**config.mk**
```make
export PLATFORM = sky130hd
export DESIGN_NAME = mem_wb_stage
export DESIGN_NICKNAME = d
export VERILOG_FILES = /design/src/rtl/mem_wb_stage_pkg.sv /design/src/rtl/mem_wb_stage_load_extend.sv /design/src/rtl/mem_wb_stage.sv
export SDC_FILE = /design/constraint.sdc
export NUM_CORES = 1
export LEC_CHECK = 0
export ABC_AREA = 1
export CAP_MARGIN = 20
export CORE_MARGIN = 3
export CORE_UTILIZATION = 41
export DETAILED_ROUTE_END_ITERATION = 10
export GPL_ROUTABILITY_DRIVEN = 1
export GPL_TIMING_DRIVEN = 0
export PLACE_DENSITY = 0.77
export SYNTH_ARGS = -nofsm -noshare
export SYNTH_HDL_FRONTEND = slang
export SYNTH_SLANG_ARGS = --single-unit
```
**constraint.sdc**
```tcl
create_clock -name Clk -period 1.35 [get_ports Clk]
set_input_delay 0.2025 -clock Clk [delete_from_list [all_inputs] [get_ports Clk]]
set_output_delay 0.2025 -clock Clk [all_outputs]
set_load 0.05 [all_outputs]
```
**src/rtl/mem_wb_stage_pkg.sv**
```systemverilog
`default_nettype none
// ============================================================================
// Module      : mem_wb_stage_pkg
// Description : Shared encodings and constants for the MEM/WB boundary stage:
//               load width codes, reset/bubble values and a lane-extend
//               helper used by the load-extend unit.
// Revision    : 1.0 - initial release
// ============================================================================
package mem_wb_stage_pkg;

  // DataWidth_M encodings
  localparam logic [1:0] WIDTH_WORD = 2'b00;
  localparam logic [1:0] WIDTH_HALF = 2'b01;
  localparam logic [1:0] WIDTH_BYTE = 2'b10;
  localparam logic [1:0] WIDTH_RSVD = 2'b11;

  // Values loaded into the W control registers on reset
  localparam logic RST_VALID     = 1'b0;
  localparam logic RST_REGWRITE  = 1'b0;
  localparam logic RST_ALIGNERR  = 1'b0;

  // Values loaded into the W control registers when a bubble is inserted
  localparam logic BUBBLE_VALID    = 1'b0;
  localparam logic BUBBLE_REGWRITE = 1'b0;
  localparam logic BUBBLE_ALIGNERR = 1'b0;

  // Extend a selected byte (lane[7:0]) or halfword (lane[15:0]) to 32 bits.
  // For a byte, the upper half of the lane argument is ignored.
  function automatic logic [31:0] extendLane(input logic [15:0] lane,
                                             input logic        isHalf,
                                             input logic        isUnsigned);
    logic fill;
    fill = isUnsigned ? 1'b0 : (isHalf ? lane[15] : lane[7]);
    if (isHalf) begin
      extendLane = {{16{fill}}, lane};
    end else begin
      extendLane = {{24{fill}}, lane[7:0]};
    end
  endfunction

endpackage : mem_wb_stage_pkg
`default_nettype wire

```
**src/rtl/mem_wb_stage_load_extend.sv**
```systemverilog
`default_nettype none
// ============================================================================
// Module      : mem_wb_stage_load_extend
// Description : Combinational load lane selection, sign/zero extension and
//               width/offset misalignment detection for the MEM/WB stage.
//               The misalign output reflects width and offset only; the
//               caller qualifies it with whether the instruction is a load.
// Revision    : 1.0 - initial release
// ============================================================================
module mem_wb_stage_load_extend
  import mem_wb_stage_pkg::*;
#(
  parameter int DW = 32
) (
  input  logic [DW-1:0] word,
  input  logic [1:0]    offset,
  input  logic [1:0]    width,
  input  logic          isUnsigned,
  output logic [DW-1:0] data,
  output logic          misalign
);

  logic [7:0]  wByte;
  logic [15:0] wHalf;

  // Pick the addressed byte and halfword lanes out of the aligned word
  always_comb begin
    wByte = word[7:0];
    case (offset)
      2'd0:    wByte = word[7:0];
      2'd1:    wByte = word[15:8];
      2'd2:    wByte = word[23:16];
      default: wByte = word[31:24];
    endcase
    wHalf = offset[1] ? word[31:16] : word[15:0];
  end

  // Extend the selected lane and flag width/offset combinations that are illegal
  always_comb begin
    data     = word;
    misalign = 1'b0;
    case (width)
      WIDTH_BYTE: begin
        data = extendLane({8'h00, wByte}, 1'b0, isUnsigned);
      end
      WIDTH_HALF: begin
        data     = extendLane(wHalf, 1'b1, isUnsigned);
        misalign = offset[0];
      end
      WIDTH_WORD: begin
        data     = word;
        misalign = (offset != 2'b00);
      end
      default: begin
        // Reserved width: always an error, data is discarded by the caller
        data     = word;
        misalign = 1'b1;
      end
    endcase
  end

endmodule : mem_wb_stage_load_extend
`default_nettype wire

```
**src/rtl/mem_wb_stage.sv**
```systemverilog
`default_nettype none
// ============================================================================
// Module      : mem_wb_stage
// Description : MEM/WB pipeline boundary. Registers MEM-stage results,
//               extracts/extends load lanes, selects write-back data, flags
//               misaligned loads and counts retired instructions. Every
//               output is driven straight from a register.
// Revision    : 1.0 - initial release
// ============================================================================
module mem_wb_stage
  import mem_wb_stage_pkg::*;
#(
  parameter int DW   = 32,
  parameter int RW   = 5,
  parameter int CNTW = 32
) (
  input  logic            Clk,
  input  logic            Rst,
  input  logic            Stall,
  input  logic            Flush,
  input  logic            Valid_M,
  input  logic            RegWrite_M,
  input  logic            MemtoReg_M,
  input  logic            MemRead_M,
  input  logic [1:0]      DataWidth_M,
  input  logic            LoadUnsigned_M,
  input  logic [DW-1:0]   ALUResult_M,
  input  logic [DW-1:0]   DataMem_out,
  input  logic [RW-1:0]   WriteReg_M,
  output logic            Valid_W,
  output logic            RegWrite_W,
  output logic [RW-1:0]   WriteReg_W,
  output logic [DW-1:0]   WriteData_W,
  output logic            AlignErr_W,
  output logic [CNTW-1:0] RetireCount
);

  // W-stage registers
  logic            rValid;
  logic            rRegWrite;
  logic [RW-1:0]   rWriteReg;
  logic [DW-1:0]   rWriteData;
  logic            rAlignErr;
  logic [CNTW-1:0] rRetireCount;

  // Next-state values for a normal (non-stalled, non-flushed) load
  logic [DW-1:0]   wLoadData;
  logic            wLaneMisalign;
  logic            wMisalign;
  logic            wRegWrite;
  logic [DW-1:0]   wWriteData;
  logic            wRetire;

  mem_wb_stage_load_extend #(
    .DW (DW)
  ) u_load_extend (
    .word       (DataMem_out),
    .offset     (ALUResult_M[1:0]),
    .width      (DataWidth_M),
    .isUnsigned (LoadUnsigned_M),
    .data       (wLoadData),
    .misalign   (wLaneMisalign)
  );

  // Only a load that writes back from memory is subject to the alignment check;
  // the ALU path passes through untouched.
  assign wMisalign  = MemRead_M & MemtoReg_M & wLaneMisalign;
  // Register 0 is hard-wired, so a write to it is suppressed here.
  assign wRegWrite  = RegWrite_M & Valid_M & ~wMisalign & (WriteReg_M != '0);
  assign wWriteData = wMisalign ? '0 : (MemtoReg_M ? wLoadData : ALUResult_M);
  assign wRetire    = ~Flush & ~Stall & Valid_M;

  // Pipeline registers: reset, then bubble on flush, then hold on stall
  always_ff @(posedge Clk) begin
    if (Rst) begin
      rValid     <= RST_VALID;
      rRegWrite  <= RST_REGWRITE;
      rWriteReg  <= '0;
      rWriteData <= '0;
      rAlignErr  <= RST_ALIGNERR;
    end else if (Flush) begin
      rValid     <= BUBBLE_VALID;
      rRegWrite  <= BUBBLE_REGWRITE;
      rWriteReg  <= '0;
      rWriteData <= '0;
      rAlignErr  <= BUBBLE_ALIGNERR;
    end else if (!Stall) begin
      rValid     <= Valid_M;
      rRegWrite  <= wRegWrite;
      rWriteReg  <= WriteReg_M;
      rWriteData <= wWriteData;
      rAlignErr  <= wMisalign;
    end
  end

  // Retire counter: counts valid instructions entering W, wraps silently
  always_ff @(posedge Clk) begin
    if (Rst) begin
      rRetireCount <= '0;
    end else if (wRetire) begin
      rRetireCount <= rRetireCount + CNTW'(1);
    end
  end

  assign Valid_W     = rValid;
  assign RegWrite_W  = rRegWrite;
  assign WriteReg_W  = rWriteReg;
  assign WriteData_W = rWriteData;
  assign AlignErr_W  = rAlignErr;
  assign RetireCount = rRetireCount;

endmodule : mem_wb_stage
`default_nettype wire

```
==> impl_summary.log, run 1 <==
INFO  metric synthToLayoutAreaGrowth = 60.2%
INFO  metric timing_worst_setup_path_type = reg -> reg
INFO  metric cts.path.max_buffers = 2
INFO  metric clock_power_share = 0.339
INFO  metric height_of_the_die = 109 µm
INFO  metric worst_clock_skew = 0.00466 ns
INFO  metric grt_usage = 0.292
INFO  metric detailed_router_s_first_iteration_violation_count = 323
INFO  metric first_global_vias = 5424
INFO  metric net-switching-power = 1.65 mW
INFO  metric cp.required = 1.59 ns
INFO  metric comb_power_share = 0.250
INFO  metric post_synth_num_cell_types = 40
INFO  metric p_int = 3.60 mW
INFO  metric outcome = finished with violations
INFO  metric start_util = 0.422
INFO  metric yosysSeqAreaShare = 0.331
INFO  metric n_antenna_cell = 0
INFO  metric worst_path_max_delay_cell = sky130_fd_sc_hd__dfxtp_4
INFO  metric grt-ovfl-total = 0
INFO  metric worst_pin_slew = 0.552 ns
INFO  metric share_of_async_settable_or_async_resettable_flops_after_synthesis = 0
INFO  metric setup_repair_after_global_routing_missed_its_margin = yes
INFO  metric finalWorstSetupSlack = -0.0693 ns
INFO  metric seq_power_share = 0.411
INFO  metric syn_area_per_cell = 6.48 µm²
INFO  metric antenna_found_initial = 0
INFO  metric post_synth_inst_count = 672
INFO  metric synth_area = 4360 µm²
INFO  metric leakagePower = 2.73 nW
INFO  metric postCtsHoldBufs = 0
INFO  metric kind_of_capture_point_of_the_worst_setup_path = register
INFO  metric holdCritPathClass = in -> reg
INFO  metric remaining_drc_errors = 0
INFO  metric violations_in_the_final_reports = setup timing
INFO  metric slew_violations = 0
INFO  metric critical_path.startpoint_type = register
INFO  metric non_filler_cell_area_final = 6980 µm²
INFO  metric max-slew-margin-rel = 0.632
INFO  metric cts_root_buffer = sky130_fd_sc_hd__clkbuf_8
INFO  metric die_area = 11900 µm²
INFO  metric drive_above_1_share = 0.310
INFO  metric number_of_enable_type_register_cells_in_the_synthesized_netlist = 0
INFO  metric die-width = 109 µm
INFO  metric postPlaceCellArea = 6170 µm²
INFO  metric viasPerCell = 5.31
INFO  metric first_pass_grt_wire_length = 26900 µm
INFO  metric grt_start_max_net_pins = 14
INFO  metric synth.top_cells.by_count = sky130_fd_sc_hd__nand2_1, sky130_fd_sc_hd__a21oi_1, sky130_fd_sc_hd__dfxtp_1, sky130_fd_sc_hd__nor2_1, sky130_fd_sc_hd__inv_1
INFO  metric post-synth-top-area-fraction = 0.331
INFO  metric drt_first_pass_iters = 5
INFO  metric arrival = 1.66 ns
INFO  metric cts_inserted_buffers = 9
INFO  metric fmax = 0.705 GHz
INFO  metric finalWorstPathRequiredPeriod = 1.42 ns
INFO  metric via_count = 5314
INFO  metric synth.most_common_cell = sky130_fd_sc_hd__nand2_1
INFO  metric final.setup.tns = -0.342 ns
INFO  metric nNetsFinal = 944
INFO  metric timing.final.hold_violations = 0
INFO  metric ys.warnings.count = 0
INFO  metric endpoints_failing_setup = 11
INFO  metric path_max_fanout = 4
INFO  metric core-area = 10300 µm²
INFO  metric syn_nets = 757
INFO  metric synth.area.top_cells = sky130_fd_sc_hd__dfxtp_1, sky130_fd_sc_hd__nand2_1, sky130_fd_sc_hd__a21oi_1, sky130_fd_sc_hd__nor2_1, sky130_fd_sc_hd__inv_1
INFO  metric cp_slowest_stage_delay = 0.38 ns
INFO  metric routed_wl_per_cell = 17.0 µm
INFO  metric clk_latency = 0.36 ns
INFO  metric number_of_i_o_port_buffers = 149
INFO  metric place_ws = -0.866 ns
INFO  metric crit_chain = nand2_2 > inv_2 > nand3_4 > inv_2 > nand2_2 > nor2_2 > inv_1 > o21ai_1 > a21oi_1
INFO  metric synth_top_area_cell = sky130_fd_sc_hd__dfxtp_1
INFO  metric clk_transition_reported_paths = 0.08 ns
INFO  metric detailedPlacementHpwl = 13000 µm
INFO  metric ant_nets = 0
INFO  metric power.density_cell_area = 753 nW/µm²
INFO  metric io-pin-count = 152
INFO  metric route.final.wire_length = 17000 µm
INFO  metric timing.max_cap.violations = 0
INFO  metric finalCritPeriodShare = 1.05
INFO  metric dominantRegCellSynth = sky130_fd_sc_hd__dfxtp_1
INFO  metric irDropWorstVdd = 0.530 mV
INFO  metric tritoncts_num_sinks = 72
INFO  metric routabilityCongestion = 1.00
INFO  metric cts.htree.levels = 3
INFO  metric sw_frac_of_total = 0.315
INFO  metric cts_tree = built
INFO  metric synth_seq_cells = 72
INFO  metric placement_rows = 37
path summary, 6_finish.rpt:
check            startpoint         endpoint  cells past startpoint  slack [ns]
max reg2reg  RetireCount[4]  RetireCount[12]                      9       -0.07
min reg2reg  WriteData_W[6]   WriteData_W[6]                      2        0.47
max          RetireCount[4]  RetireCount[12]                      9       -0.07
min                   Stall   WriteData_W[4]                      3        0.13
per-stage QoR:
stage	utilization	cells	total power, mW	hold slack [ns]
5_1_grt	0.676	1000	5.47	0.139
2_1_floorplan	-	672	2.86	0.272
3_3_place_gp	0.598	957	3.37	0.453
6_report	0.676	1000	5.25	0.134
4_1_cts	0.666	992	5.23	0.121
3_5_place_dp	0.598	957	3.38	0.459
layout by cell type (no fill, tap or decap), types with 4 or more instances in the layout:
cell / instances
sky130_fd_sc_hd__nand2_1: 185
sky130_fd_sc_hd__a21oi_1: 70
sky130_fd_sc_hd__clkdlybuf4s50_1: 68
sky130_fd_sc_hd__inv_1: 48
sky130_fd_sc_hd__clkdlybuf4s15_2: 45
sky130_fd_sc_hd__dfxtp_1: 42
sky130_fd_sc_hd__nand3_1: 36
sky130_fd_sc_hd__nor2_1: 36
sky130_fd_sc_hd__dfxtp_4: 25
sky130_fd_sc_hd__buf_4: 25
sky130_fd_sc_hd__o21ai_0: 22
sky130_fd_sc_hd__o22ai_1: 21
sky130_fd_sc_hd__buf_2: 18
sky130_fd_sc_hd__nand3b_1: 18
sky130_fd_sc_hd__nor2_2: 16
sky130_fd_sc_hd__inv_2: 15
sky130_fd_sc_hd__nand2_2: 11
sky130_fd_sc_hd__o21ai_1: 11
sky130_fd_sc_hd__clkbuf_8: 11
sky130_fd_sc_hd__clkdlybuf4s18_2: 11
sky130_fd_sc_hd__nor2_4: 10
sky130_fd_sc_hd__buf_6: 8
sky130_fd_sc_hd__o21ai_2: 7
sky130_fd_sc_hd__clkbuf_1: 7
sky130_fd_sc_hd__nand3_4: 6
sky130_fd_sc_hd__nor3_2: 6
sky130_fd_sc_hd__clkbuf_4: 6
sky130_fd_sc_hd__dfxtp_2: 5
sky130_fd_sc_hd__nor3_4: 5
sky130_fd_sc_hd__nand4_1: 5
sky130_fd_sc_hd__clkbuf_2: 4
sky130_fd_sc_hd__nor3_1: 4
sky130_fd_sc_hd__nand3_2: 4
routing by layer:
metal	global-route usage	part of all wire
met3	0.0598	0.063
met4	0.115	0.029
met2	0.514	0.49
met1	0.347	0.41
met5	0	0
power by group through the flow:
stage               Combinational (mW)  Sequential [mW]  Clock [mW]
floorplan                        0.495             2.36           0
global placement                  1.17             2.20           0
detailed placement                1.18             2.20           0
CTS                               1.26             2.16        1.81
global route                      1.40             2.16        1.91
finish                            1.31             2.16        1.78
registers in the layout, summed over array words and instances, names as in the netlist:
signal and cells:
WriteData_W 32, WriteReg_W 5, Valid_W 1, RetireCount 32, RegWrite_W 1, AlignErr_W 1
cells by family after synthesis:
family                   share of synthesized area
AO/OA/AOI/OAI                                0.177
buffers and inverters                       0.0968
AND/OR/NAND/NOR                              0.379
flip-flops                                   0.331
adder cells (fa/ha/maj)                     0.0144
XOR/XNOR                                   0.00201
cell type report:
type,count,area [µm²]
inverters,67,265
flip-flops and latches,72,1540
fillers,892,3340
plain buffers,30,211
well taps,136,170
clock buffers,11,141
multi-input cells,502,2840
repair buffers,177,1750
clock inverters,5,57.6
worst max-delay path, delay by kind of cell (launching register included):
kind                   cells  cell delay (ns)
AO/OA/AOI/OAI              2             0.23
AND/OR/NAND/NOR            4             0.40
buffers and inverters      3             0.28
flip-flops                 1             0.38
timing repair:
item | in CTS | in global routing
setup buffers | 18 | 8
resized for setup | 304 | 89
gates cloned | 2 | 0
pin swaps | 21 | 12
endpoints found under the setup margin | 136 | 80
No activity file was read; power rests on OpenSTA's default activity.
==> run 2, diff against run 1 <==
==> constraint.sdc (replaced) <==
create_clock -name Clk -period 1.35 [get_ports Clk]
set_input_delay 0.2025 -clock Clk [delete_from_list [all_inputs] [get_ports Clk]]
set_output_delay 0.2025 -clock Clk [all_outputs]
set_load 0.005 [all_outputs]
==> impl_summary.log, run 2 (synthesized netlist as in run 1, its figures left out) <==
INFO  metric routed_wl_per_cell = 17.9 µm (+5.1%)
INFO  metric cts.htree.levels = 3 (unchanged)
INFO  metric start_util = 0.422 (unchanged)
INFO  metric viasPerCell = 5.42 (+2.0%)
INFO  metric worst_pin_slew = 0.579 ns (+0.0269 ns)
INFO  metric cts.path.max_buffers = 2 (unchanged)
INFO  metric arrival = 1.69 ns (+0.03 ns)
INFO  metric detailedPlacementHpwl = 12700 µm (-2.4%)
INFO  metric via_count = 5627 (+5.9%)
INFO  metric slew_violations = 0 (unchanged)
INFO  metric nNetsFinal = 982 (+4.0%)
INFO  metric height_of_the_die = 109 µm (unchanged)
INFO  metric cts_root_buffer = sky130_fd_sc_hd__clkbuf_8
INFO  metric non_filler_cell_area_final = 7260 µm² (+4.1%)
INFO  metric clk_transition_reported_paths = 0.09 ns (about the same)
INFO  metric number_of_i_o_port_buffers = 149 (unchanged)
INFO  metric violations_in_the_final_reports = setup timing
INFO  metric fmax = 0.688 GHz (-2.4%)
INFO  metric cts_inserted_buffers = 9 (unchanged)
INFO  metric globalRouteMet2Util = 0.502 (-0.0118)
INFO  metric critical-path-top-cell-by-count = sky130_fd_sc_hd__nand2_1
INFO  metric synthToLayoutAreaGrowth = 66.7%
INFO  metric global_route.usage.met3 = 0.0823 (+0.0225)
INFO  metric busiest_layer = met2
INFO  metric timing.max_cap.violations = 0 (unchanged)
INFO  metric die_area = 11900 µm² (unchanged)
INFO  metric n_antenna_cell = 0 (unchanged)
INFO  metric leakagePower = 3.26 nW (+19%)
INFO  metric postPlaceCellArea = 6060 µm² (-1.8%)
INFO  metric routabilityCongestion = 0.928 (-7.5%)
INFO  metric outcome = finished with violations
INFO  metric worst_r2r_path_depth = 9 (unchanged)
INFO  metric worst_path_max_delay_cell = sky130_fd_sc_hd__dfxtp_4
INFO  metric grt_start_max_net_pins = 16 (+2)
INFO  metric cts_tree = built
INFO  metric tritoncts_num_sinks = 72 (unchanged)
INFO  metric timing_worst_setup_path_type = reg -> reg
INFO  metric ant_nets = 0 (unchanged)
INFO  metric path_max_fanout = 4 (unchanged)
INFO  metric first_pass_grt_wire_length = 26800 µm (-0.46%)
INFO  metric grt_use_met1 = 0.348 (+0.00112)
INFO  metric clk_latency = 0.36 ns (about the same)
INFO  metric grt-ovfl-total = 0 (unchanged)
INFO  metric die-width = 109 µm (unchanged)
INFO  metric layout.cells.most_common = sky130_fd_sc_hd__nand2_1
INFO  metric core-area = 10300 µm² (unchanged)
INFO  metric placement_rows = 37 (unchanged)
INFO  metric setup_repair_after_global_routing_missed_its_margin = yes
INFO  metric finalWorstPathRequiredPeriod = 1.45 ns (+0.0345 ns)
INFO  metric finalCritPeriodShare = 1.08 (+0.0255)
INFO  metric crit_chain = inv_1 > nor3_4 > nand2_2 > nor2_2 > nand2_1 > nand2_1 > nand2_1 > nand2_1 > a21oi_1
INFO  metric route.final.wire_length = 18600 µm (+9.1%)
INFO  metric timing.final.hold_violations = 0 (unchanged)
INFO  metric first_global_vias = 5295 (-2.4%)
INFO  metric endpoints_failing_setup = 22 (+11)
INFO  metric detailed_router_s_first_iteration_violation_count = 490 (+52%)
INFO  metric cp_slowest_stage_delay = 0.39 ns (about the same)
INFO  metric antenna_found_initial = 0 (unchanged)
INFO  metric critical_path.startpoint_type = register
INFO  metric max-slew-margin-rel = 0.614 (-0.0179)
INFO  metric grt_usage = 0.290 (-0.00177)
INFO  metric worst_clock_skew = 0.00965 ns (+0.00499 ns)
INFO  metric kind_of_capture_point_of_the_worst_setup_path = register
INFO  metric instances_no_fill = 1038 (+3.8%)
INFO  metric placedCellCount = 957 (unchanged)
INFO  metric holdCritPathClass = in -> reg
INFO  metric irDropWorstVdd = 0.526 mV (-0.67%)
INFO  metric finalWorstSetupSlack = -0.104 ns (-0.0345 ns)
INFO  metric io-pin-count = 152 (unchanged)
INFO  metric power.density_cell_area = 687 nW/µm² (-8.7%)
INFO  metric remaining_drc_errors = 0 (unchanged)
INFO  metric worst_hold_path.num_cells = 3 (unchanged)
INFO  metric cp.required = 1.58 ns (about the same)
INFO  metric drive_above_1_share = 0.298 (-0.0120)
INFO  metric commonest_cells_after_routing_fill_and_taps_aside = sky130_fd_sc_hd__nand2_1, sky130_fd_sc_hd__dlygate4sd2_1, sky130_fd_sc_hd__a21oi_1, sky130_fd_sc_hd__clkdlybuf4s50_1, sky130_fd_sc_hd__buf_4
INFO  metric drt_first_pass_iters = 5 (unchanged)
==> run 2: changes by cell type in the layout (fill, tap and decap cells not counted), moves of 11 or more <==
cell / delta
sky130_fd_sc_hd__buf_4: +35
sky130_fd_sc_hd__clkdlybuf4s15_2: -44
sky130_fd_sc_hd__clkdlybuf4s18_2: -11
sky130_fd_sc_hd__dfxtp_2: +16
sky130_fd_sc_hd__dlygate4sd2_1: +68
==> run 2: timing repair <==
item,4_1_cts,5_1_grt
setup endpoints to repair,132,63
pin swaps,24,38
cloned,1,2
resized for setup,210,94
hold buffers,0,0
buffers inserted,45,20
==> run 2: per-layer routing <==
layer  wire, µm  vias to the layer above
li1           -                     2672
met1       7100                     2610
met2       9290                      288
met3       1600                       57
met4        566                        0
met5          0                        -
==> run 2: final cells by class <==
type                    count  area, µm²
well taps                 136        170
plain buffers              31        214
inverters                  67        287
repair buffers            214       1930
flip-flops and latches     72       1540
fillers                   835       3060
clock inverters             7       60.1
clock buffers               9        124
multi-input cells         502       2950
==> run 2: worst max-delay path: cells and delay by family, from the launching register on <==
| family | cells | cell delay (ns) |
|---|---|---|
| compound gates | 1 | 0.05 |
| simple gates | 7 | 0.77 |
| buf+inv | 1 | 0.12 |
| flops | 1 | 0.39 |
==> run 2: worst paths after layout <==
path,startpoint,to,slack (ns)
hold / removal,Stall,WriteData_W[3],0.12
setup / recovery,RetireCount[10],RetireCount[30],-0.10
setup reg to reg,RetireCount[10],RetireCount[30],-0.10
hold reg to reg,WriteData_W[1],WriteData_W[1],0.46
==> run 2: power by group <==
part	switching (mW)	internal (mW)
clock network	0.991	0.699
registers	0.0305	2.14
logic	0.585	0.547
==> run 2: metrics by stage <==
stage	setup TNS (ns)	utilization	setup WS [ns]	power, mW	hold WS [ns]
after CTS	-0.209	0.664	-0.0442	4.90	0.117
final	-1.26	0.703	-0.104	4.99	0.119
after detailed placement	-42.13	0.587	-0.859	3.26	0.450
after global placement	-40.04	0.587	-0.826	3.26	0.445
after global routing	-3.12	0.703	-0.221	5.19	0.120
after floorplan	0	-	0.00267	2.74	0.282
==> RTL change, RTL diff (flow settings as in run 2) <==
`CNTW`: 32 -> 16.
--- a/src/rtl/mem_wb_stage.sv
+++ b/src/rtl/mem_wb_stage.sv
@@ -14,3 +14,3 @@
   parameter int RW   = 5,
-  parameter int CNTW = 32
+  parameter int CNTW = 16
 ) (
Ports: changed (resized RetireCount); port bits go from 152 to 136. No check against the original RTL was run, so the function may have changed too.
==> RTL change against run 2 <==
  * The flow still finishes with violations (negative setup slack)
  * Largest power group unchanged
  * Clock skew is 0.0063 ns lower
  * Sequential cell count is 16 lower
  * Design area is 28% lower
  * Total power is 25% lower
  * Synthesized area is 25% lower
  * Non-clock buffer count is 54 lower
  * Routed wire length is 36% lower
  * Setup slack better by 0.10 ns
==> RTL change: results <==
group,metric,value,unit
outcome,violations,"negative setup slack",
grt,antenna_found_initial,0,
synthesis,synth_cell_type_count,35,
critical_path,rr_endpoint,"RetireCount[10]",
clocking,numCtsBuffers,5,
grt,grt.overflow.total,0,
critical_path,end_kind,"flop",
grt,grt_pass1_wl,18100,um
routing,firstDrtPassIters,5,
timing,tightestPinTransition,0.500,ns
place,place_ws,-0.782,ns
clocking,cts_buffer_depth,2,
timing,skew,0.00332,ns
timing,setup_violations,1,
synthesis,synth_async_sr_flop_share,0,%
synthesis,yosys.area_share.xor_xnor,0.269,%
synthesis,synth_commonest_cells,"nand2_1, a21oi_1, dfxtp_1, inv_1, o21ai_0",
synthesis,synth-seq-area-share,34.4,%
synthesis,yosys-top-cells-area,"dfxtp_1, nand2_1, a21oi_1",
synthesis,synth_nets,557,
place,hpwl,8910,um
routing,drt_iter0_markers,213,
final_layout,n_antenna_cell,0,
clocking,cts_root_buf,"clkbuf_8",
critical_path,worst_setup_path_start_kind,"flop",
grt,grt_pass1_vias,3777,
critical_path,r2r-start,"RetireCount[1]",
routing,wl_per_cell,16.0,um
final_layout,largest_reg_flops,32,
place,portBuffers,133,
clocking,clock_latency,0.31,ns
critical_path,crit_family,"simple AND/OR/NAND/NOR gates",
synthesis,synth.yosys.warnings,0,
final_layout,drive_gt1_share,24.6,%
pwr,total_leakage_power,0.00243,uW
final_layout,fin_nets,727,
final_layout,fillCellCount,647,
critical_path,slowest_delay,0.39,ns
place,routabilityCongestion,0.917,
pwr,ir_drop,0.000449,V
grt,grt_max_degree,18,
synthesis,synthMuxAreaShare,0,%
critical_path,crit_slowest_cell,"dfxtp_4",
synthesis,synthAdderAreaFrac,1.92,%
timing,setup_slack,-0.00186,ns
critical_path,crit_arrival,1.57,ns
critical_path,reg2reg_depth,7,
outcome,outcome,"finished, violations left",
timing,hold_viol,0,
clocking,htree_levels,2,
clocking,path_clk_slew,0.10,ns
synthesis,synth_compound_area_share,20.1,%
routing,vias_per_cell,5.23,
grt,grt.total_usage,25.3,%
critical_path,crit_path_max_fanout,4,
RTL change: changes by cell type after synthesis, sizes merged, moves of 2 or more:
cell | before | now
nand2 | 200 | 124
nor3 | 15 | 5
nand3b | 19 | 17
inv | 64 | 42
clkbuf | 13 | 11
o2111ai | 0 | 2
nand3 | 46 | 28
dfxtp | 72 | 56
a21oi | 73 | 57
o21ai | 40 | 35
nor2 | 63 | 36
nand4 | 8 | 6
RTL change: power breakdown:
group | internal, uW | total [uW] | switching, uW
Sequential | 1700 | 1730 | 27.5
Combinational | 527 | 1060 | 528
Clock | 371 | 940 | 569
RTL change: layout make-up:
cell class              count  area share, %
well taps                  99           2.36
repair buffers            163           29.0
plain buffers              28           3.98
clock inverters             2          0.310
flip-flops and latches     56           22.7
inverters                  44           3.41
clock buffers               6           1.38
multi-input cells         344           36.9
RTL change: repair_timing:
action | 4_1_cts | 5_1_grt
resized for setup | 138 | 45
pin swaps | 9 | 14
endpoints found under the setup margin | 101 | 55
cloned | 1 | 0
buffers inserted | 24 | 5
RTL change: kinds of logic (layout without fill, tap and decap cells):
logic type | Yosys count | after routing
simple gates | 217 | 217
xor+xnor | 1 | 1
buf+inv | 72 | 243
flops | 56 | 56
fa+ha+maj | 5 | 5
compound gates | 121 | 121
RTL change: per-layer routing:
metal | up-vias | share of wire, % | track usage (%)
met4 | 0 | 1.6 | 5.65
met3 | 13 | 8.0 | 4.10
met1 | 1789 | 43 | 34.0
li1 | 1917 | - | -
met2 | 164 | 48 | 42.6
met5 | - | 0 | 0
RTL change: worst min-delay path: stages:
cell	delay (ns)
buf_6	0.12
nand2_1	0.06
a21oi_1	0.06
RTL change: metrics by stage:
step | total power (uW) | TNS [ns] | instances | hold slack, ns | cell area (um^2)
floorplan | 2250 | -0.00831 | 472 | 0.275 | 3280
global placement | 2720 | -29.15 | 704 | 0.447 | 4740
detailed placement | 2730 | -30.32 | 704 | 0.455 | 4740
CTS | 3710 | 0 | 737 | 0.151 | 5120
global route | 3890 | -0.0918 | 742 | 0.163 | 5250
finish | 3720 | -0.00186 | 742 | 0.164 | 5250
RTL change: worst min path at each step:
stage | from | to | slack (ns) | cells past startpoint
2_1_floorplan | Rst | RetireCount[13] | 0.27 | 1
3_3_place_gp | WriteData_W[1] | WriteData_W[1] | 0.45 | 2
3_5_place_dp | WriteData_W[3] | WriteData_W[3] | 0.45 | 2
4_1_cts | Stall | WriteData_W[6] | 0.15 | 3
5_1_grt | Stall | WriteData_W[3] | 0.16 | 3
6_report | Stall | WriteData_W[2] | 0.16 | 3
